**config.mk**
```make
export PLATFORM = sky130hd
export DESIGN_NAME = instr_sequencer_flat
export DESIGN_NICKNAME = d
export VERILOG_FILES = /design/src/rtl/instr_sequencer_pkg.sv /design/src/rtl/instr_sequencer_if.sv /design/src/rtl/instr_sequencer_watchdog.sv /design/src/rtl/instr_sequencer.sv /design/src/flat_wrapper.sv
export SDC_FILE = /design/constraint.sdc
export NUM_CORES = 1
export LEC_CHECK = 0
export CAP_MARGIN = 20
export CORE_MARGIN = 5
export CORE_UTILIZATION = 40
export CTS_CLUSTER_DIAMETER = 40
export DETAILED_ROUTE_END_ITERATION = 8
export DONT_BUFFER_PORTS = 1
export GPL_ROUTABILITY_DRIVEN = 0
export PLACE_DENSITY_LB_ADDON = 0.08
export SLEW_MARGIN = 20
export SYNTH_ARGS = -nofsm -noshare
export SYNTH_HDL_FRONTEND = slang
export SYNTH_HIERARCHICAL = 1
export SYNTH_SLANG_ARGS = --single-unit
```
**constraint.sdc**
```tcl
create_clock -name clk -period 4.69 [get_ports clk]
set_input_delay 0.2345 -clock clk [delete_from_list [all_inputs] [get_ports clk]]
set_output_delay 0.2345 -clock clk [all_outputs]
set_load 0.1 [all_outputs]
```
**src/rtl/instr_sequencer_pkg.sv**
```systemverilog
// Shared MCU definitions: opcode constants, the NOP instruction word and the
// instruction sequencer state encoding.
package mcu_pkg;

  localparam logic [3:0] OP_NOP  = 4'b0000;
  localparam logic [3:0] OP_MOV  = 4'b0100;
  localparam logic [3:0] OP_HALT = 4'b1111;

  localparam logic [15:0] NOP_WORD = 16'h0000;

  typedef enum logic [2:0] {
    ST_IDLE,
    ST_FETCH,
    ST_LOAD,
    ST_EXEC,
    ST_CLEAR,
    ST_HALT
  } seq_state_e;

  function automatic logic [3:0] opcode_of(input logic [15:0] word);
    return word[15:12];
  endfunction

endpackage

```
**src/rtl/instr_sequencer_if.sv**
```systemverilog
// Sequencer <-> memory/opcode-FSM bus. The sequencer is the master.
// Optional single-step input is present only when SEQ_STEP_EN is defined.
interface instr_sequencer_if #(
  parameter int PC_W = 8
);

  logic            run;
  logic [15:0]     mem_data;
  logic            done;
  logic            pc_inc;
`ifdef SEQ_STEP_EN
  logic            step;
`endif
  logic [PC_W-1:0] pc;
  logic [15:0]     instruction;
  logic            busy;
  logic            halted;
  logic            fault;

  modport master (
    input  run, mem_data, done, pc_inc,
`ifdef SEQ_STEP_EN
    input  step,
`endif
    output pc, instruction, busy, halted, fault
  );

  modport slave (
    output run, mem_data, done, pc_inc,
`ifdef SEQ_STEP_EN
    output step,
`endif
    input  pc, instruction, busy, halted, fault
  );

endinterface

```
**src/rtl/instr_sequencer_watchdog.sv**
```systemverilog
// EXEC-phase watchdog: counts EXEC cycles and flags the TIMEOUT-th one.
module seq_watchdog #(
  parameter int TIMEOUT = 15
) (
  input  logic clk,
  input  logic rst,
  input  logic clear_i,
  input  logic enable_i,
  output logic expired_o
);

  localparam int CNT_W = (TIMEOUT < 2) ? 1 : $clog2(TIMEOUT + 1);

  logic [CNT_W-1:0] cnt_q;
  logic [CNT_W-1:0] cnt_d;

  // cnt_q holds the number of EXEC cycles already completed, so the
  // TIMEOUT-th cycle is the one where it equals TIMEOUT-1.
  assign expired_o = enable_i && (cnt_q == CNT_W'(TIMEOUT - 1));

  always_comb begin
    // NOTE: cnt_d gets a default before any branch so no latch is inferred.
    cnt_d = cnt_q;
    if (clear_i) begin
      cnt_d = '0;
    end else if (enable_i && !expired_o) begin
      cnt_d = cnt_q + CNT_W'(1);
    end
  end

  always_ff @(posedge clk or negedge rst) begin
    if (!rst) begin
      cnt_q <= '0;
    end else begin
      cnt_q <= cnt_d;
    end
  end

endmodule

```
**src/rtl/instr_sequencer.sv**
```systemverilog
// Instruction sequencer: FETCH/LOAD/EXEC/CLEAR loop with EXEC watchdog.
// Define SEQ_STEP_EN to run exactly one instruction per step pulse.
module instr_sequencer #(
  parameter int PC_W    = 8,
  parameter int TIMEOUT = 15
) (
  input logic               clk,
  input logic               rst,
  instr_sequencer_if.master bus
);

  import mcu_pkg::*;

  seq_state_e      state_q;
  logic [PC_W-1:0] pc_q;
  logic [15:0]     instr_q;
  logic            busy_q;
  logic            halted_q;
  logic            fault_q;

  logic            launch;
  logic            rearm;
  logic            wd_enable;
  logic            wd_clear;
  logic            wd_expired;

`ifdef SEQ_STEP_EN
  assign launch = bus.run & bus.step;
  assign rearm  = 1'b0;
`else
  assign launch = bus.run;
  assign rearm  = bus.run;
`endif

  assign wd_enable = (state_q == ST_EXEC);
  assign wd_clear  = !wd_enable;

  seq_watchdog #(
    .TIMEOUT (TIMEOUT)
  ) u_watchdog (
    .clk       (clk),
    .rst       (rst),
    .clear_i   (wd_clear),
    .enable_i  (wd_enable),
    .expired_o (wd_expired)
  );

  always_ff @(posedge clk or negedge rst) begin
    if (!rst) begin
      state_q  <= ST_IDLE;
      pc_q     <= '0;
      instr_q  <= NOP_WORD;
      busy_q   <= 1'b0;
      halted_q <= 1'b0;
      fault_q  <= 1'b0;
    end else begin
      // NOTE: non-blocking updates so every branch sees pre-edge state.
      unique case (state_q)
        ST_IDLE: begin
          if (launch) begin
            state_q <= ST_FETCH;
            busy_q  <= 1'b1;
          end
        end

        ST_FETCH: begin
          state_q <= ST_LOAD;
        end

        ST_LOAD: begin
          // A HALT opcode is latched and immediately replaced by NOP.
          if (opcode_of(bus.mem_data) == OP_HALT) begin
            state_q  <= ST_HALT;
            instr_q  <= NOP_WORD;
            busy_q   <= 1'b0;
            halted_q <= 1'b1;
          end else begin
            state_q <= ST_EXEC;
            instr_q <= bus.mem_data;
          end
        end

        ST_EXEC: begin
          if (bus.pc_inc) begin
            pc_q <= pc_q + PC_W'(1);
          end
          if (bus.done) begin
            state_q <= ST_CLEAR;
            instr_q <= NOP_WORD;
          end else if (wd_expired) begin
            state_q  <= ST_HALT;
            instr_q  <= NOP_WORD;
            busy_q   <= 1'b0;
            halted_q <= 1'b1;
            fault_q  <= 1'b1;
          end
        end

        ST_CLEAR: begin
          if (rearm) begin
            state_q <= ST_FETCH;
          end else begin
            state_q <= ST_IDLE;
            busy_q  <= 1'b0;
          end
        end

        ST_HALT: begin
          instr_q <= NOP_WORD;
        end

        default: begin
          state_q <= ST_IDLE;
          busy_q  <= 1'b0;
        end
      endcase
    end
  end

  assign bus.pc          = pc_q;
  assign bus.instruction = instr_q;
  assign bus.busy        = busy_q;
  assign bus.halted      = halted_q;
  assign bus.fault       = fault_q;

endmodule

```
**src/flat_wrapper.sv**
```systemverilog
// flat-port wrapper written by rule: the top's interface ports become plain ports
module instr_sequencer_flat import mcu_pkg::*;
#(
  parameter int PC_W    = 8,
  parameter int TIMEOUT = 15
)
  (clk, rst, bus_run, bus_mem_data, bus_done, bus_pc_inc, bus_pc, bus_instruction, bus_busy, bus_halted, bus_fault);
  instr_sequencer_if #(.PC_W(PC_W)) bus_i ();
  input logic clk;
  input logic rst;
  input wire logic [$bits(bus_i.run)-1:0] bus_run;
  input wire logic [$bits(bus_i.mem_data)-1:0] bus_mem_data;
  input wire logic [$bits(bus_i.done)-1:0] bus_done;
  input wire logic [$bits(bus_i.pc_inc)-1:0] bus_pc_inc;
  output wire logic [$bits(bus_i.pc)-1:0] bus_pc;
  output wire logic [$bits(bus_i.instruction)-1:0] bus_instruction;
  output wire logic [$bits(bus_i.busy)-1:0] bus_busy;
  output wire logic [$bits(bus_i.halted)-1:0] bus_halted;
  output wire logic [$bits(bus_i.fault)-1:0] bus_fault;
  assign bus_i.run = bus_run;
  assign bus_i.mem_data = bus_mem_data;
  assign bus_i.done = bus_done;
  assign bus_i.pc_inc = bus_pc_inc;
  assign bus_pc = bus_i.pc;
  assign bus_instruction = bus_i.instruction;
  assign bus_busy = bus_i.busy;
  assign bus_halted = bus_i.halted;
  assign bus_fault = bus_i.fault;
  instr_sequencer #(.PC_W(PC_W), .TIMEOUT(TIMEOUT)) u_core (.clk(clk), .rst(rst), .bus(bus_i));
endmodule
```
; Yosys cells after proc, flatten, opt, wreduce, memory -nomap -nowiden
; Cells that the tools add are included.
[classes]
eq_ne = 14
add_sub_neg = 2
reduce_logical = 13
mux = 22
bitwise = 3
[ops]
columns = op, n
row1 = $mux W16, 3
row2 = $pmux W16 S3, 1
row3 = $pmux W3 S6, 1
row4 = $mux W3, 4
row5 = $mux W1, 9
row6 = $add A8 B1 Y8 const B, 1
row7 = $eq A4 B4 Y1 const B, 2
row8 = $mux W4, 2
row9 = $eq A3 B2 Y1 const B, 2
row10 = $eq A3 B3 Y1 const B, 2
row11 = $ne A2 B1 Y1 const B, 3
row12 = $ne A2 B2 Y1 const B, 3
row13 = $reduce_and A3 Y1, 2
row14 = $reduce_and A6 Y1, 1
row15 = $pmux W1 S5, 1
row16 = $add A4 B1 Y4 const B, 1
row17 = $reduce_and A2 Y1, 2
row18 = $reduce_and A4 Y1, 1
row19 = $eq A3 B1 Y1 const B, 1
row20 = $logic_not A3 Y1, 1
row21 = $ne A3 B2 Y1 const B, 1
row22 = $not A1 Y1, 3
row23 = $reduce_bool A3 Y1, 1
row24 = $logic_and A1 B1 Y1, 2
row25 = other kinds (4), 4
[totals]
regBits = 34
output_inout_bits = 27
inputBits = 21

; Logic depth before layout (Yosys ltp)
[depth]
ltp_word = 6
mapped_depth = 9

; Cells and area by module
; The synthesis kept the hierarchy.
[by_module_without_submodules]
columns = module, area_per_inst_um2, cells_each, seq_area_each_um2, instances
row1 = instr_sequencer, 1589.0, 138, 750.7, 1
row2 = seq_watchdog, 254.0, 24, 100.1, 1

; Worst setup path after synthesis
; OpenSTA, ideal clock, no wires.
[synth_path]
path_kind = register to register
from = reg u_core.state_q[1]
to = reg u_core.instr_q[10] (netlist: u_core/bus.instruction[10])
t_required_ns = 4.564
slack_ns = 2.350
t_arrival_ns = 2.213
path_buffers = 2
synth_period_minus_slack_ns = 2.340
path_stages_with_launch = 10
path_cell_list = dfrtp_1 > buf_4 > and2b_1 > nand2_1 > inv_1 > and4_1 > or3b_4 > o2bb2ai_4 > buf_6 > mux2_4
[synth_between]
elab_chain_len = 4
word_cells_on_any_way = 8
[synth_lines]
columns = element, line
row1 = from (decl), instr_sequencer.sv:14  ; seq_state_e state_q;
row2 = from (signal assigned), instr_sequencer.sv:50  ; state_q <= ST_IDLE;
row3 = from (signal assigned), instr_sequencer.sv:61  ; state_q <= ST_FETCH;
row4 = from (signal assigned), instr_sequencer.sv:67  ; state_q <= ST_LOAD;
row5 = $eq A3 B2 Y1, instr_sequencer.sv:35  ; assign wd_enable = (state_q == ST_EXEC);
row6 = via u_core.wd_enable, instr_sequencer.sv:23  ; logic wd_enable;
row7 = $logic_and A1 B1 Y1, instr_sequencer_watchdog.sv:19  ; assign expired_o = enable_i && (cnt_q == CNT_W'(TIMEOUT - 1));
row8 = via u_core.wd_expired, instr_sequencer.sv:25  ; logic wd_expired;
row9 = $ne A3 B2 Y1 (no source line), --
row10 = $reduce_and A2 Y1 (no source line), --
row11 = to (signal assigned), instr_sequencer.sv:79  ; instr_q <= bus.mem_data;
row12 = to (decl), instr_sequencer.sv:16  ; logic [15:0] instr_q;
; The timed path passes the listed nets, and every way through them passes these cells.
; A chain may end at the register's enable or synchronous reset.

; Worst setup path after layout
[layout_path]
from = reg u_core.state_q[0]
to = reg u_core.instr_q[14] (netlist: u_core/bus.instruction[14])
; Same word-level chain as after synthesis.

==> impl_results.md <==
* Status: finished clean
* Input/output buffers at 0
* CTS tree: done
* Largest cells by area after synthesis: dfrtp_1 (46%), mux2_4 (9.8%), a211oi_1 (6.9%)
* Vias in the first global route at ~1300
* Yosys reg bits at 34
* Hold WC Path Type: in2reg
* Post-synth top area share at 0.4616
* Post-synthesis sequential area ratio at 0.4616
* Total GRT Usage at 0.1311
* Req. time, crit path at roughly 4.9 ns
* First-pass GRT wire length at 6.382 mm
* Final WL at approximately 3.7 mm
* GRT overflow at 0
* Vias/cell at approximately 5.5
* EDFF count, synth at 0
* Total Neg Setup Slack at 0 ns
* Die width at a little under 80 um
* Cell Rows at 24
* WHS Path Cells at 2
* Final instance area at a little under 2000 sq um
* Die area at around 6100 sq um
* Actual slew at the worst max-slew pin at ~1.0 ns
* Via count at 1170
* Root Buffer: clkbuf_8
* Initial Utilization at 0.4175
* Critical path endpoint category: flop
* Placed wire-length estimate at about 2.7 mm
* Clock Path Buffers at 2
* Proportion of layout cells with a drive suffix above 1 at 0.2000
* Final #Nets at 185
* Area growth from synthesis to final layout at 6.653%
* Hold Vio Cnt, Final at 0
* Crit Path Max Fanout at 30
* Critical path data arrival time at roughly 2.9 ns
* # DRC at 0
* Clock sink count at 34
* Max frequency at 359.2 MHz
* Max Cap Violations at 0
* Final period util at 0.5935
* Crit Reg-Reg Startpoint: u_core/state_q[0]
* Largest net degree at the start of global routing at 35
* Num CTS Buffers at 5
* Asr flop ratio synth at 1.000
* Post-layout min period at 2.784 ns
* Core ar. at roughly 4400 sq um
* Synth cell types at 39
* Cell taking the most area after synthesis: dfrtp_1
* Most common cell after layout, fill and taps aside: dfrtp_1
* Max Slew Vio Count at 0
* Slew HR at 0.3070
* H-tree levels at 2
* DRT Pass-1 Iters at 4
* Synth warn at 6
* FF-to-FF setup slack at roughly 1.9 ns
* Post-CTS Setup Repair Bufs at 0
* Initial antenna violation count at 1
* Unrepaired setup endpoints after global routing: no
* FF-to-FF path depth at 6
* Hold Path End: u_core/state_q[0]
* Final ANT Viol Nets at 0
* Area of the mapped netlist at 1843 sq um
* Setup CP Type: reg2reg
* Post-synthesis cell count at about 160
* DP Area at approximately 1900 sq um
* Clock skew at approximately 0.0023 ns
* # IOs at 48
* Clk Latency, worst-skew pair at ~0.28 ns
* DP Cell Count at 204
* Critical path launch point type: flop
* Most frequent cells in the layout: dfrtp_1 (34), inv_1 (20), a211oi_1 (17), mux2_4 (12), mux2_2 (8)
* Clk pin slew, worst setup/hold paths at 0.06 ns
* Fin cells at around 210
* Wire length per cell at roughly 17 um
* Mapped Nets at 186
* Hold_sp: bus_run
* Top_reg_cell synth: dfrtp_1
* Die height at just under 80 um
* Final setup violation count at 0
* Avg Cell Area, Syn at 11.38 sq um
* Iteration-0 DRC Markers at 84
* Reg2reg end: u_core/bus.instruction[14]
-- synth_stat cells, types with 2 or more instances --
cell / instances
nand2_1: 4
a21o_1: 2
a21oi_1: 4
nand3_1: 4
nor3_1: 2
mux2_2: 8
clkbuf_1: 2
dfrtp_1: 34
xor2_1: 2
nor2_1: 4
mux2_4: 12
xnor2_1: 6
buf_2: 4
o21ai_0: 4
and4_1: 4
buf_4: 2
a211oi_1: 17
nand4_1: 4
ha_1: 3
inv_1: 20
and2b_1: 2
-- worst max-delay path, stage by stage (launching register included) --
cell and delay [ns]:
dfrtp_1 0.93, nand2_1 0.33, inv_1 0.26, and4_1 0.28, or3b_4 0.15, o2bb2ai_4 0.30, mux2_2 0.41
-- per-layer routing --
metal,vias up,track usage,share of wire
li1,568,-,-
met4,0,0.04124,0.012
met5,-,0,0
met1,555,0.1724,0.44
met3,6,0.06250,0.096
met2,41,0.1895,0.45
-- what timing repair did --
action                                  CTS  global route
endpoints found under the setup margin    0             0
hold buffers                              2             0
endpoints found under the hold margin    34             0
resized for setup                         0             0
-- per-stage QoR --
step                setup WS (ns)  utilization  hold WS (ns)
floorplan                   2.350            -      -0.06109
global placement            2.071       0.4192      -0.06019
detailed placement          1.953       0.4192      -0.06017
CTS                         1.943       0.4447        0.1167
global route                1.680       0.4453        0.1221
finish                      1.906       0.4453        0.1251
-- registers in the layout, summed over array words and instances (netlist names) --
register	count
u_core/bus.instruction	16
u_core/bus.pc	8
u_core/u_watchdog/cnt_q	4
u_core/state_q	3
u_core/bus.busy	1
u_core/bus.fault	1
u_core/bus.halted	1
-- cells by family after synthesis --
family,Yosys count,synth area share
adder cells (fa/ha/maj),3,0.02037
multiplexers,20,0.1466
flip-flops,34,0.4616
XOR/XNOR,9,0.04685
AO/OA/AOI/OAI,33,0.1439
AND/OR/NAND/NOR,32,0.1066
buffers and inverters,31,0.07399
-- worst max path at each step --
stage,startpoint,end,cells after the start
2_1_floorplan,u_core/state_q[1],u_core/bus.instruction[10],9
3_3_place_gp,u_core/state_q[0],u_core/bus.instruction[12],6
3_5_place_dp,u_core/state_q[0],u_core/bus.instruction[14],6
4_1_cts,u_core/state_q[0],u_core/bus.instruction[14],6
5_1_grt,u_core/state_q[0],u_core/bus.instruction[14],6
6_report,u_core/state_q[0],u_core/bus.instruction[14],6
-- area by class of cell --
class,instances,area [sq um]
multi-input cells,97,855.8
flip-flops and latches,34,850.8
well taps,52,65.06
clock buffers,6,82.58
inverters,21,78.83
diodes,1,2.502
repair buffers,2,30.03
fillers,427,2449
Power is left out: the tool's default activity adds up to more than one toggle a clock period on the data nets, which glitch-free logic cannot reach.
